--- src/rtl/vebpf_call_arbiter.sv ---
// -----------------------------------------------------------------------------
// vebpf_call_arbiter
//
// Collects helper-function calls from NUM_CORE cores and forwards them one at a
// time to the vEBPF scheduler. Each core owns a single pending slot (fid plus
// three 64-bit arguments). Slots are granted round-robin, starting after the
// last core served. Only one call is outstanding to the scheduler at any time.
//
// Optional feature: define VEBPF_ARB_TIMEOUT_EN to add a WAIT-state watchdog.
// After TIMEOUT_CYCLES WAIT cycles with no result, the call completes with
// core_r0 = all ones and a one-cycle arb_err pulse.
//
// Ports
//   clk              clock, all logic on the rising edge
//   rst              asynchronous active-high reset
//   core_req         per-core call strobe
//   core_fid         per-core function id, core 0 in the LSBs
//   core_r1..r3      per-core 64-bit arguments, core 0 in the LSBs
//   core_busy        per-core pending slot occupied
//   core_r0          returned value, shared by all cores
//   core_r0_valid    one-hot return strobe
//   vebpf_core_req   function id to the scheduler
//   vebpf_request    one-cycle call strobe to the scheduler
//   vebpf_r1..r3     call arguments to the scheduler
//   vebpf_r0         scheduler result
//   vebpf_r0_valid   scheduler result strobe
//   vebpf_core_resp  scheduler response flag (not used)
//   arb_err          timeout error pulse (VEBPF_ARB_TIMEOUT_EN only)
// -----------------------------------------------------------------------------
module vebpf_call_arbiter #(
   parameter int NUM_CORE          = 4,
   parameter int FUNCTION_ID_WIDTH = 8,
   parameter int TIMEOUT_CYCLES    = 1024
) (
   input  logic                                clk,
   input  logic                                rst,
   input  logic [NUM_CORE-1:0]                 core_req,
   input  logic [NUM_CORE*FUNCTION_ID_WIDTH-1:0] core_fid,
   input  logic [NUM_CORE*64-1:0]              core_r1,
   input  logic [NUM_CORE*64-1:0]              core_r2,
   input  logic [NUM_CORE*64-1:0]              core_r3,
   output logic [NUM_CORE-1:0]                 core_busy,
   output logic [63:0]                         core_r0,
   output logic [NUM_CORE-1:0]                 core_r0_valid,
   output logic [FUNCTION_ID_WIDTH-1:0]        vebpf_core_req,
   output logic                                vebpf_request,
   output logic [63:0]                         vebpf_r1,
   output logic [63:0]                         vebpf_r2,
   output logic [63:0]                         vebpf_r3,
   input  logic [63:0]                         vebpf_r0,
   input  logic                                vebpf_r0_valid,
   input  logic                                vebpf_core_resp
`ifdef VEBPF_ARB_TIMEOUT_EN
   ,
   output logic                                arb_err
`endif
);

   localparam int FW    = FUNCTION_ID_WIDTH;
   localparam int IDX_W = (NUM_CORE > 1) ? $clog2(NUM_CORE) : 1;

   typedef enum logic [1:0] {
      S_IDLE  = 2'd0,
      S_ISSUE = 2'd1,
      S_WAIT  = 2'd2,
      S_RESP  = 2'd3
   } state_t;

   state_t                 state_q, state_d;

   logic [NUM_CORE-1:0]    valid_q, valid_d;
   logic [FW-1:0]          fid_q [NUM_CORE];
   logic [63:0]            r1_q  [NUM_CORE];
   logic [63:0]            r2_q  [NUM_CORE];
   logic [63:0]            r3_q  [NUM_CORE];

   logic [IDX_W-1:0]       grant_q;
   logic [IDX_W-1:0]       last_grant_q;
   logic [IDX_W-1:0]       pick_idx;
   logic [IDX_W-1:0]       cand;
   logic                   pick_vld;

   logic [FW-1:0]          vebpf_fid_q;
   logic [63:0]            vebpf_r1_q, vebpf_r2_q, vebpf_r3_q;
   logic [63:0]            core_r0_q;

   logic                   unused_resp;
   assign unused_resp = vebpf_core_resp;

`ifdef VEBPF_ARB_TIMEOUT_EN
   localparam int CNT_W = (TIMEOUT_CYCLES > 1) ? $clog2(TIMEOUT_CYCLES) : 1;
   logic [CNT_W-1:0]       wait_cnt_q;
   logic                   err_q;
   logic                   tmo;

   // A result on the final WAIT cycle takes priority over the timeout.
   assign tmo = (state_q == S_WAIT) && !vebpf_r0_valid &&
                (wait_cnt_q == CNT_W'(TIMEOUT_CYCLES - 1));
`else
   logic [31:0]            unused_tmo;
   assign unused_tmo = 32'(TIMEOUT_CYCLES);
`endif

   // Round-robin pick: scan downward so the last hit is the slot closest
   // after last_grant, i.e. the first one in round-robin order.
   always_comb begin
      pick_vld = 1'b0;
      pick_idx = '0;
      cand     = '0;
      for (int off = NUM_CORE; off >= 1; off--) begin
         cand = IDX_W'((int'(last_grant_q) + off) % NUM_CORE);
         if (valid_q[cand]) begin
            pick_vld = 1'b1;
            pick_idx = cand;
         end
      end
   end

   // Slot valid flags: captures for free slots run independently of the FSM;
   // the granted slot is released on the edge that leaves RESP.
   always_comb begin
      valid_d = valid_q;
      for (int i = 0; i < NUM_CORE; i++) begin
         if (core_req[i] && !valid_q[i]) valid_d[i] = 1'b1;
      end
      if (state_q == S_RESP) valid_d[grant_q] = 1'b0;
   end

   // FSM state register
   always_ff @(posedge clk or posedge rst) begin
      if (rst) state_q <= S_IDLE;
      else     state_q <= state_d;
   end

   // FSM next state
   always_comb begin
      state_d = state_q;
      case (state_q)
         S_IDLE:  if (pick_vld) state_d = S_ISSUE;
         S_ISSUE: state_d = S_WAIT;
         S_WAIT: begin
            if (vebpf_r0_valid) state_d = S_RESP;
`ifdef VEBPF_ARB_TIMEOUT_EN
            else if (tmo)       state_d = S_RESP;
`endif
         end
         S_RESP:  state_d = S_IDLE;
         default: state_d = S_IDLE;
      endcase
   end

   // FSM outputs
   always_comb begin
      vebpf_request = (state_q == S_ISSUE);
      core_r0_valid = '0;
      if (state_q == S_RESP) core_r0_valid[grant_q] = 1'b1;
`ifdef VEBPF_ARB_TIMEOUT_EN
      arb_err = (state_q == S_RESP) && err_q;
`endif
   end

   // Control and output registers; all cleared by reset.
   always_ff @(posedge clk or posedge rst) begin
      if (rst) begin
         valid_q      <= '0;
         grant_q      <= '0;
         last_grant_q <= IDX_W'(NUM_CORE - 1);
         vebpf_fid_q  <= '0;
         vebpf_r1_q   <= '0;
         vebpf_r2_q   <= '0;
         vebpf_r3_q   <= '0;
         core_r0_q    <= '0;
      end else begin
         valid_q <= valid_d;
         if (state_q == S_IDLE && pick_vld) begin
            grant_q     <= pick_idx;
            vebpf_fid_q <= fid_q[pick_idx];
            vebpf_r1_q  <= r1_q[pick_idx];
            vebpf_r2_q  <= r2_q[pick_idx];
            vebpf_r3_q  <= r3_q[pick_idx];
         end
         if (state_q == S_WAIT) begin
            if (vebpf_r0_valid) core_r0_q <= vebpf_r0;
`ifdef VEBPF_ARB_TIMEOUT_EN
            else if (tmo)       core_r0_q <= '1;
`endif
         end
         if (state_q == S_RESP) last_grant_q <= grant_q;
      end
   end

`ifdef VEBPF_ARB_TIMEOUT_EN
   // Watchdog counts WAIT cycles; err_q marks a call that ended by timeout.
   always_ff @(posedge clk or posedge rst) begin
      if (rst) begin
         wait_cnt_q <= '0;
         err_q      <= 1'b0;
      end else begin
         wait_cnt_q <= (state_q == S_WAIT) ? wait_cnt_q + 1'b1 : '0;
         err_q      <= tmo;
      end
   end
`endif

   // Slot payload; only meaningful while the matching valid flag is set.
   always_ff @(posedge clk) begin
      for (int i = 0; i < NUM_CORE; i++) begin
         if (core_req[i] && !valid_q[i]) begin
            fid_q[i] <= core_fid[i*FW +: FW];
            r1_q[i]  <= core_r1[i*64 +: 64];
            r2_q[i]  <= core_r2[i*64 +: 64];
            r3_q[i]  <= core_r3[i*64 +: 64];
         end
      end
   end

   assign core_busy      = valid_q;
   assign core_r0        = core_r0_q;
   assign vebpf_core_req = vebpf_fid_q;
   assign vebpf_r1       = vebpf_r1_q;
   assign vebpf_r2       = vebpf_r2_q;
   assign vebpf_r3       = vebpf_r3_q;

endmodule
--- config.mk ---
export PLATFORM = sky130hd
export DESIGN_NAME = vebpf_call_arbiter
export DESIGN_NICKNAME = d
export VERILOG_FILES = /design/src/rtl/vebpf_call_arbiter.sv
export SDC_FILE = /design/constraint.sdc
export NUM_CORES = 1
export LEC_CHECK = 0
export CAP_MARGIN = 5
export CORE_AREA = 2 2 444 446
export CTS_BUF_LIST = sky130_fd_sc_hd__clkbuf_8
export DETAILED_ROUTE_END_ITERATION = 6
export DIE_AREA = 0 0 446 448
export PLACE_DENSITY = 0.53
export RECOVER_POWER = 25
export SETUP_SLACK_MARGIN = 0.3
export SLEW_MARGIN = 20
export SYNTH_ARGS = -nofsm -noshare
export SYNTH_HDL_FRONTEND = slang
export SYNTH_SLANG_ARGS = --single-unit
--- constraint.sdc ---
create_clock -name clk -period 10.5 [get_ports clk]
set_clock_uncertainty 0.05 [all_clocks]
set_input_delay 1.05 -clock clk [delete_from_list [all_inputs] [get_ports clk]]
set_output_delay 1.05 -clock clk [all_outputs]
set_load 0.03 [all_outputs]
==> summary.txt <==
Pwr
  – Worst IR Drop VDD: 0.270 mV
  – Power per cell area: 284 nW/um^2
  – Overall Power: 16.3 mW
  – Leakage Power: 21.6 nW

Worst setup path
  – Setup crit end kind: flop
  – CP max stage cell: nand2b_4
  – Terminus of the critical flop-to-flop path: vebpf_r1[27]
  – Worst-case reg-to-reg path depth: 6
  – CP Buf/Inv Count: 2
  – R2R Path Start: core_busy[0]
  – Crit path max fanout: 54
  – Critical path's top delay family: simple AND/OR/NAND/NOR gates
  – WP data required: 11.17 ns
  – Crit-path cells: nor4_1 > nand2b_4 > nand2b_4 > buf_4 > buf_4 > o221ai_1
  – Worst setup SP type: flop
  – Reg2Reg Setup Slack: 6.27 ns
  – CP max stage delay: 0.76 ns
  – CP arrival: 4.89 ns
  – WP depth: 6
  – Crit path kind: reg2reg

Placed design
  – Placer Congestion: 0.812
  – HPWL Detailed: 101000 um
  – Dpl cell area: 53500 sq um
  – I/O Buffers: 1143

GRT
  – Overall global routing resource usage: 14.1%
  – Grt ovf: 0
  – Initial antenna violation count: 141
  – Vias in the first global route: 25899
  – First-pass GRT wire length: 198000 um
  – Largest net degree at the start of global routing: 109

Timing
  – Final setup TNS: 0 ns
  – Minimum clock period: 4.23 ns
  – Slew HR: 9.97%
  – Final hold violations: 0
  – RSZ-0062 raised after global routing: no
  – Final slew viol count: 0
  – Slew @ Worst Pin: 1.35 ns
  – Fmax: 237 MHz
  – Final period util: 40.3%
  – Final setup vio count: 0

Clocking
  – CTS tree: built
  – Htree depth: 4
  – Max clock buf depth: 3
  – Clock Sinks: 1074
  – Post-CTS sizing: 0
  – Clock root cell: clkbuf_8
  – Clock-pin slew on the worst setup and hold paths: 0.06 ns
  – Clk_lat worst skew: 0.95 ns
  – # Post-CTS Setup Buffers: 0
  – CTS Hold Bufs: 0
  – Number of CTS-inserted buffers: 192

Synthesis
  – Netlist cell types: 31
  – Post-synthesis net count: 2983
  – Synth Area in XOR/XNOR: 0%
  – Complex-gate fraction of the synthesized area: 4.59%
  – Synth Area in Adders: 0.126%
  – Post-synthesis average cell area: 18.8 sq um
  – Leading area contributor after synthesis: edfxtp_1
  – Sequential area share after synthesis: 78.0%
  – Syn Inst Count: 2107
  – Top cell type's share of synthesized area: 60.7%
  – Synth warn: 0
  – Synth top area cells: edfxtp_1 61%, dfrtp_1 17%, mux2i_1 10%, o221ai_1 4.4%, nand2_1 1.9%
  – Syn Std Cell Area: 39600 sq um
  – Largest family of logic cells by synthesized area: multiplexers
  – #FFs+latches synth: 1074
  – Post-synthesis simple-gate area fraction: 2.29%
  – Mux contribution to synthesized area: 12.0%

Routing
  – Pre-antenna DRT Iters: 5
  – Routed wire length: 147000 um
  – WL/cell: 24.0 um
  – DRC: 0
  – Final ANT Viol Nets: 0
  – Via count: 24832
  – Initial DRC Count: 1347
  – Vias per Instance: 4.05

Run
  – Max-Cap Viols: 0

Status
  – Status: finished, final reports clean

Layout
  – Final net count: 4237
  – Area of the multi-input gates: 7590 sq um
  – Layout cells sized above 1: 10.9%
  – Fill cells: 19477
  – Final instance area: 57600 sq um
  – FF/Latch Area: 30900 sq um
  – Area growth, synth to finish: 45.4%

Die
  – Initial Util: 20.3%
  – CORE AREA: 195000 sq um
  – Chip width: 446 um
  – Rows: 162
  – I/O pin total: 1145
  – Die H: 448 um
  – Die area: 200000 sq um

Worst hold path
  – WHS Path Cells: 2
  – WHS Endpoint: vebpf_r2[61]
  – Hold Crit Start: vebpf_r2[61]
  – Hold crit path type: reg2reg
-- tightest hold or removal path, cell delays in order (launching register included) --
cell and delay (ns):
dfrtp_1 0.34, nand2_1 0.05, o221ai_1 0.06
-- cell type report --
type | count | area share (%)
Multi-Input combinational cell | 910 | 13.2
Sequential cell | 1074 | 53.6
Timing Repair Buffer | 1179 | 20.5
Clock inverter | 144 | 1.53
Antenna cell | 60 | 0.261
Inverter | 4 | 0.0391
Clock buffer | 221 | 5.28
Tap cell | 2542 | 5.53
-- state kept, by name, summed over array words and instances (netlist names), 8 cells and up --
register,count
vebpf_r1,64
core_r0,64
vebpf_r3,64
fid_q,32
vebpf_r2,64
r1_q,256
vebpf_core_req,8
r3_q,256
r2_q,256
-- logic make-up after synthesis --
group,after synthesis
flip-flops,1074
buffers and inverters,123
adder cells (fa/ha/maj),4
AND/OR/NAND/NOR,230
AO/OA/AOI/OAI,209
multiplexers,467
-- Yosys cell counts --
master,number
or2_1,1
ha_1,4
mux2i_1,401
nand2b_1,4
clkbuf_4,1
clkbuf_1,27
o22a_1,1
buf_2,26
dfrtp_1,272
buf_6,31
nand2_1,205
inv_1,4
and3_1,1
mux2_2,66
nor4_1,1
dfstp_2,2
buf_12,13
a31o_1,1
a21oi_1,2
edfxtp_1,800
and3b_1,1
o221ai_1,200
o22ai_1,1
nor2_1,10
buf_8,21
o221ai_2,1
and2b_1,1
a21oi_2,1
o21ai_0,2
nor3b_1,1
nor2b_1,5
-- power breakdown --
part           leakage (nW)  internal [mW]  total (mW)  switching (mW)
clock network          2.32           2.10        3.96            1.86
logic                  8.71           2.50        6.34            3.84
registers              10.6           5.59        6.05           0.456
-- per-layer routing --
layer  GRT usage (%)  routed length [um]  part of all wire, %  vias up
met1            15.4               54300                   37    12385
met3            5.05               11600                  7.9      383
met4            6.06                5620                  3.8       42
met5               0                 262                 0.18        -
met2            24.5               75600                   51     1128
li1                -                   -                    -    10894
-- cell usage in the layout, fill, tap and decap left out, types with 4 or more instances in the layout --
cell type	synthesis	final
diode_2	0	60
bufinv_16	0	6
dlygate4sd3_1	0	605
nand2_1	205	204
o221ai_1	200	200
clkdlybuf4s50_1	0	538
mux2_2	66	66
clkinv_1	0	10
inv_8	0	5
inv_12	0	5
clkinv_2	0	21
nor2b_4	0	4
inv_1	4	89
ha_1	4	4
buf_12	13	8
dfrtp_1	272	272
buf_4	0	28
clkbuf_8	0	221
mux2i_1	401	401
clkinvlp_4	0	6
nor2_1	10	10
edfxtp_1	800	800
-- metrics by stage --
stage | util (%) | worst slack (ns) | cells | hold slack, ns
after floorplan | - | 1.85 | 2107 | 0.459
final | 29.6 | 6.27 | 6134 | 0.434
after global placement | 27.5 | 6.22 | 5709 | 0.417
after detailed placement | 27.5 | 6.14 | 5709 | 0.422
after global routing | 29.6 | 6.00 | 6117 | 0.446
after CTS | 29.5 | 6.10 | 6074 | 0.423
-- worst max-delay path by stage --
| stage | slack, ns | end | from |
|---|---|---|---|
| 2_1_floorplan | 1.85 | core_busy[0] | rst |
| 3_3_place_gp | 6.22 | vebpf_r1[11] | core_busy[0] |
| 3_5_place_dp | 6.14 | vebpf_r1[5] | core_busy[0] |
| 4_1_cts | 6.10 | vebpf_r1[5] | core_busy[0] |
| 5_1_grt | 6.00 | vebpf_r1[27] | core_busy[0] |
| 6_report | 6.27 | vebpf_r1[27] | core_busy[0] |
Note: power is estimated with default switching activity, not from simulation.
==> edit 1, RTL diff (same settings) <==
Change the parameter `FUNCTION_ID_WIDTH` from 8 to 9.
--- a/src/rtl/vebpf_call_arbiter.sv
+++ b/src/rtl/vebpf_call_arbiter.sv
@@ -31,3 +31,3 @@
    parameter int NUM_CORE          = 4,
-   parameter int FUNCTION_ID_WIDTH = 8,
+   parameter int FUNCTION_ID_WIDTH = 9,
    parameter int TIMEOUT_CYCLES    = 1024
Ports: changed (resized core_fid and vebpf_core_req); port bits go from 1145 to 1150. No check against the original RTL was run, so the function may have changed too.
==> edit 1 against the unedited design <==
Utilization rose by 0.38 points; final cell count rose by 0.24%; critical endpoint is now vebpf_r3[49]$_DFFE_PP0P_; design area rose by 1.3%; sequential cell count rose by 5; routed wire length rose by 14%; power rose by 3.6%; setup slack got worse by 0.17 ns; synthesized area rose by 1.3%; largest power group unchanged.
==> edit 1: results (changes against the unedited design) <==
largest net degree at the start of global routing -> 105 (was 109)
Max VDD drop -> 320.8 uV (was 269.8 uV)
WL/cell -> 27.44 microns (was 24.03 microns)
critical-path maximum fanout -> 47 (was 54)
outcome -> finished, final reports clean (unchanged)
Crit path largest cell delay -> 0.81 ns (was 0.76 ns)
Pleak -> 0.02168 uW (was 0.02162 uW)
worst slack, placed -> 5.752 ns (was 6.144 ns)
fill count -> 19460 (was 19480)
Post-synth EDFFs -> 804 (was 800)
min-delay src -> vebpf_r1[62]$_DFFE_PP0P_ (was vebpf_r2[61]$_DFFE_PP0P_)
Syn Nets -> 2996 (was 2983)
reg2reg setup slack -> 6.10 ns (was 6.27 ns)
async set or reset register ratio after synthesis -> 0.2549 (was 0.2551)
sequential-to-total area share from yosys stat -> 0.7739 (was 0.7800)
Final Wtd Congestion -> 0.8971 (was 0.8124)
met3 global-route usage -> 0.06611 (was 0.05052)
first-pass GRT wire length -> 219.3 mm (was 197.8 mm)
WL met1 -> 63.36 mm (was 54.33 mm)
CTS buffer count -> 190 (was 192)
post-DR vias/cell -> 4.167 (was 4.048)
Rel. slew slack -> 0.3161 (was 0.09967)
grt met1 use -> 0.1843 (was 0.1542)
Routed met2 length -> 81.55 mm (was 75.57 mm)
final wirelength -> 168.7 mm (was 147.4 mm)
met3 WL -> 16.27 mm (was 11.63 mm)
hold_ws -> 0.4403 ns (was 0.4345 ns)
number of global-route vias before repair -> 25910 (was 25900)
I/O Buffers -> 1148 (was 1143)
top cells by area, synth -> edfxtp_1 (60%), dfrtp_1 (17%), mux2i_1 (10%), o221ai_2 (3.2%), o221ai_1 (2.6%) (was edfxtp_1 (61%), dfrtp_1 (17%), mux2i_1 (10%), o221ai_1 (4.4%), nand2_1 (1.9%))
Worst-Skew Late Latency -> 0.92 ns (was 0.95 ns)
Syn Area/Cell -> 18.95 sq um (was 18.79 sq um)
Final HPWL DP -> 122.0 mm (was 100.6 mm)
synth cell count leaders -> edfxtp_1 (804), mux2i_1 (403), dfrtp_1 (273) (was edfxtp_1 (800), mux2i_1 (401), dfrtp_1 (272))
share of cells above drive strength 1 -> 0.1331 (was 0.1087)
initial DRC count -> 2067 (was 1347)
CP arrival -> 5.08 ns (was 4.89 ns)
nets@finish -> 4254 (was 4237)
grt met2 use -> 0.2611 (was 0.2455)
[edit 1: tightest hold or removal path, stage by stage, from the launching register on]
cell and delay [ns]:
dfrtp_1 0.34, nand2_1 0.06, o221ai_1 0.06
[edit 1: worst max path at each step]
stage	depth (start not counted)	slack [ns]	endpoint
final	6	6.10	vebpf_r3[49]$_DFFE_PP0P_
after global routing	6	5.81	vebpf_r3[28]$_DFFE_PP0P_
after CTS	6	5.87	vebpf_r3[47]$_DFFE_PP0P_
after detailed placement	4	5.75	r1_q[2][6]$_DFFE_PP_
after global placement	4	5.70	r1_q[2][7]$_DFFE_PP_
after floorplan	1	1.82	core_busy[0]$_DFF_PP0_
[edit 1: report_power, final]
group | leakage, uW | internal, uW | switching, uW
Clock | 0.00224 | 2100 | 1870
Combinational | 0.00881 | 2590 | 4180
Sequential | 0.0106 | 5620 | 575
Total | 0.0217 | 10300 | 6630
[edit 1: through the flow]
stage               total power (uW)  cell area, sq um
global placement               13120             54250
detailed placement             13170             54250
floorplan                      10370             40100
CTS                            17220             58140
global route                   17710             58290
finish                         16940             58310
[edit 1: area by class of cell]
cell class,instances,area [sq um],area share
diodes,68,170.2,0.002918
clock buffers,230,3166,0.05429
clock inverters,127,728.2,0.01249
inverters,4,22.52,0.0003862
multi-input cells,914,8148,0.1397
flip-flops and latches,1079,31030,0.5321
well taps,2542,3181,0.05454
repair buffers,1185,11870,0.2035
[edit 1: logic make-up (layout without fill, tap and decap cells)]
logic type	count (synthesis)	after routing	share of synthesized area
buffers and inverters	123	1546	0.02416
AO/OA/AOI/OAI	210	210	0.05871
flip-flops	1079	1079	0.7739
adder cells (fa/ha/maj)	4	4	0.001248
other	0	68	0
multiplexers	469	469	0.1192
AND/OR/NAND/NOR	231	231	0.02278
==> edit 2, RTL diff (config.mk and constraints unchanged) <==
Made on the original files. Encoding of `state_t`: now Gray code (2 bits for 4 states).
--- a/src/rtl/vebpf_call_arbiter.sv
+++ b/src/rtl/vebpf_call_arbiter.sv
@@ -62,6 +62,6 @@
    typedef enum logic [1:0] {
-      S_IDLE  = 2'd0,
-      S_ISSUE = 2'd1,
-      S_WAIT  = 2'd2,
-      S_RESP  = 2'd3
+      S_IDLE  = 2'b00,
+      S_ISSUE = 2'b01,
+      S_WAIT  = 2'b11,
+      S_RESP  = 2'b10
    } state_t;
Formal check against the unedited RTL: no difference found for any inputs over 4 cycles, from zero or initial values and one cycle with rst high; so few cycles prove little.
==> edit 2 against the unedited design <==
Synthesized area grew 1.6%; design area up 0.43%; largest power group unchanged; routed wire length increased by 6.9%; sequential cell count unchanged; power fell by 1.4%; setup slack better by 0.13 ns; final cell count fell by 0.20%; first-iteration DRC count rose by 36%; largest cell class unchanged.
==> edit 2: results (changes against the unedited design) <==
CP arrival -> 2.99 ns (was 4.89 ns)
met3 global-route usage -> 0.04924 (was 0.05052)
r2r worst-path depth -> 6 (unchanged)
Root Buffer -> clkbuf_8 (unchanged)
sequential-to-total area share from yosys stat -> 0.7675 (was 0.7800)
first-pass GRT wire length -> 208.6 mm (was 197.8 mm)
first drt pass iteration count -> 5 (unchanged)
top cells by area, synth -> edfxtp_1 (60%), dfrtp_1 (17%), mux2i_1 (10%), o221ai_1 (2.9%), o221ai_2 (2.5%) (was edfxtp_1 (61%), dfrtp_1 (17%), mux2i_1 (10%), o221ai_1 (4.4%), nand2_1 (1.9%))
grt met1 use -> 0.1749 (was 0.1542)
Cell Area, Placed -> 53870 sq um (was 53490 sq um)
fill count -> 19430 (was 19480)
Crit path largest cell delay -> 0.92 ns (was 0.76 ns)
Hold Path End -> vebpf_r2[26]$_DFFE_PP0P_ (was vebpf_r2[61]$_DFFE_PP0P_)
Final HPWL DP -> 112.1 mm (was 100.6 mm)
CTS max path bufs -> 3 (unchanged)
grt met2 use -> 0.2571 (was 0.2455)
outcome -> finished, final reports clean (unchanged)
synth cell count leaders -> edfxtp_1 (800), mux2i_1 (401), dfrtp_1 (272) (unchanged)
CTS buffer count -> 189 (was 192)
initial DRC count -> 1829 (was 1347)
largest registers -> r1_q (256), r2_q (256), r3_q (256) (unchanged)
RR Endpoint -> vebpf_r2[22]$_DFFE_PP0P_ (was vebpf_r1[27]$_DFFE_PP0P_)
largest net degree at the start of global routing -> 125 (was 109)
share of cells above drive strength 1 -> 0.1253 (was 0.1087)
I/O Buffers -> 1143 (unchanged)
worst slack, placed -> 6.268 ns (was 6.144 ns)
Pleak -> 0.02188 uW (was 0.02162 uW)
Syn Nets -> 2980 (was 2983)
reg2reg setup slack -> 6.58 ns (was 6.27 ns)
Worst-Skew Late Latency -> 0.90 ns (was 0.95 ns)
Slew @ Worst Pin -> 1.006 ns (was 1.350 ns)
CP max-delay cell -> clkdlybuf4s50_1 (was nand2b_4)
hold path cells -> 2 (unchanged)
Total GRT Usage -> 0.1506 (was 0.1409)
met3 WL -> 12.27 mm (was 11.63 mm)
area of the multi-input gates -> 7979 sq um (was 7594 sq um)
min-delay src -> vebpf_r2[26]$_DFFE_PP0P_ (was vebpf_r2[61]$_DFFE_PP0P_)
Final Wtd Congestion -> 0.8264 (was 0.8124)
initial antenna violation count -> 145 (was 141)
Routed met2 length -> 78.59 mm (was 75.57 mm)
Max VDD drop -> 287.1 uV (was 269.8 uV)
Setup Buffers After CTS -> 0 (unchanged)
via count -> 25090 (was 24830)
nets@finish -> 4231 (was 4237)
number of global-route vias before repair -> 25690 (was 25900)
WL met1 -> 60.75 mm (was 54.33 mm)
critical-path maximum fanout -> 8 (was 54)
Top delay family on crit path -> buffers and inverters (was simple AND/OR/NAND/NOR gates)
clock-pin slew on the worst setup and hold paths -> 0.05 ns
WL/cell -> 25.74 microns (was 24.03 microns)
Yosys cell types -> 35 (was 31)
[edit 2: metrics by stage]
stage | hold WS [ns] | instances
after floorplan | 0.4230 | 2108
final | 0.4356 | 6122
after global routing | 0.4548 | 6103
after global placement | 0.4185 | 5710
after CTS | 0.4303 | 6062
after detailed placement | 0.4221 | 5710
[edit 2: layout make-up]
class                           instances  area share
Multi-Input combinational cell        913      0.1380
Clock buffer                          216     0.05142
Antenna cell                           60    0.002597
Clock inverter                        136     0.01420
Sequential cell                      1074      0.5342
Inverter                                2   0.0002597
Timing Repair Buffer                 1179      0.2043
Tap cell                             2542     0.05502
[edit 2: cells by family after synthesis]
| family | synth area share |
|---|---|
| flip-flops | 0.7675 |
| buffers and inverters | 0.03564 |
| AND/OR/NAND/NOR | 0.02395 |
| multiplexers | 0.1177 |
| AO/OA/AOI/OAI | 0.05520 |
[edit 2: report_power, final]
group | switching [uW] | internal [uW] | total, uW
combinational | 3730 | 2430 | 6160
clock | 1820 | 2040 | 3860
sequential | 517 | 5570 | 6080
[edit 2: worst min-delay path: stages (launching register included)]
cell	delay [ns]
dfrtp_1	0.34
nand2_1	0.05
o221ai_1	0.06
[edit 2: worst max-delay path by stage]
stage | startpoint | end | slack, ns | depth (start not counted)
after CTS | state_q[0]$_DFFE_PP0P_ | vebpf_request | 6.11 | 2
after detailed placement | core_req[2] | r1_q[2][33]$_DFFE_PP_ | 6.27 | 4
after global placement | core_req[1] | r1_q[1][57]$_DFFE_PP_ | 6.30 | 4
after floorplan | rst | core_busy[0]$_DFF_PP0_ | 1.85 | 1
after global routing | state_q[0]$_DFFE_PP0P_ | vebpf_request | 6.10 | 2
final | state_q[0]$_DFFE_PP0P_ | vebpf_request | 6.41 | 2
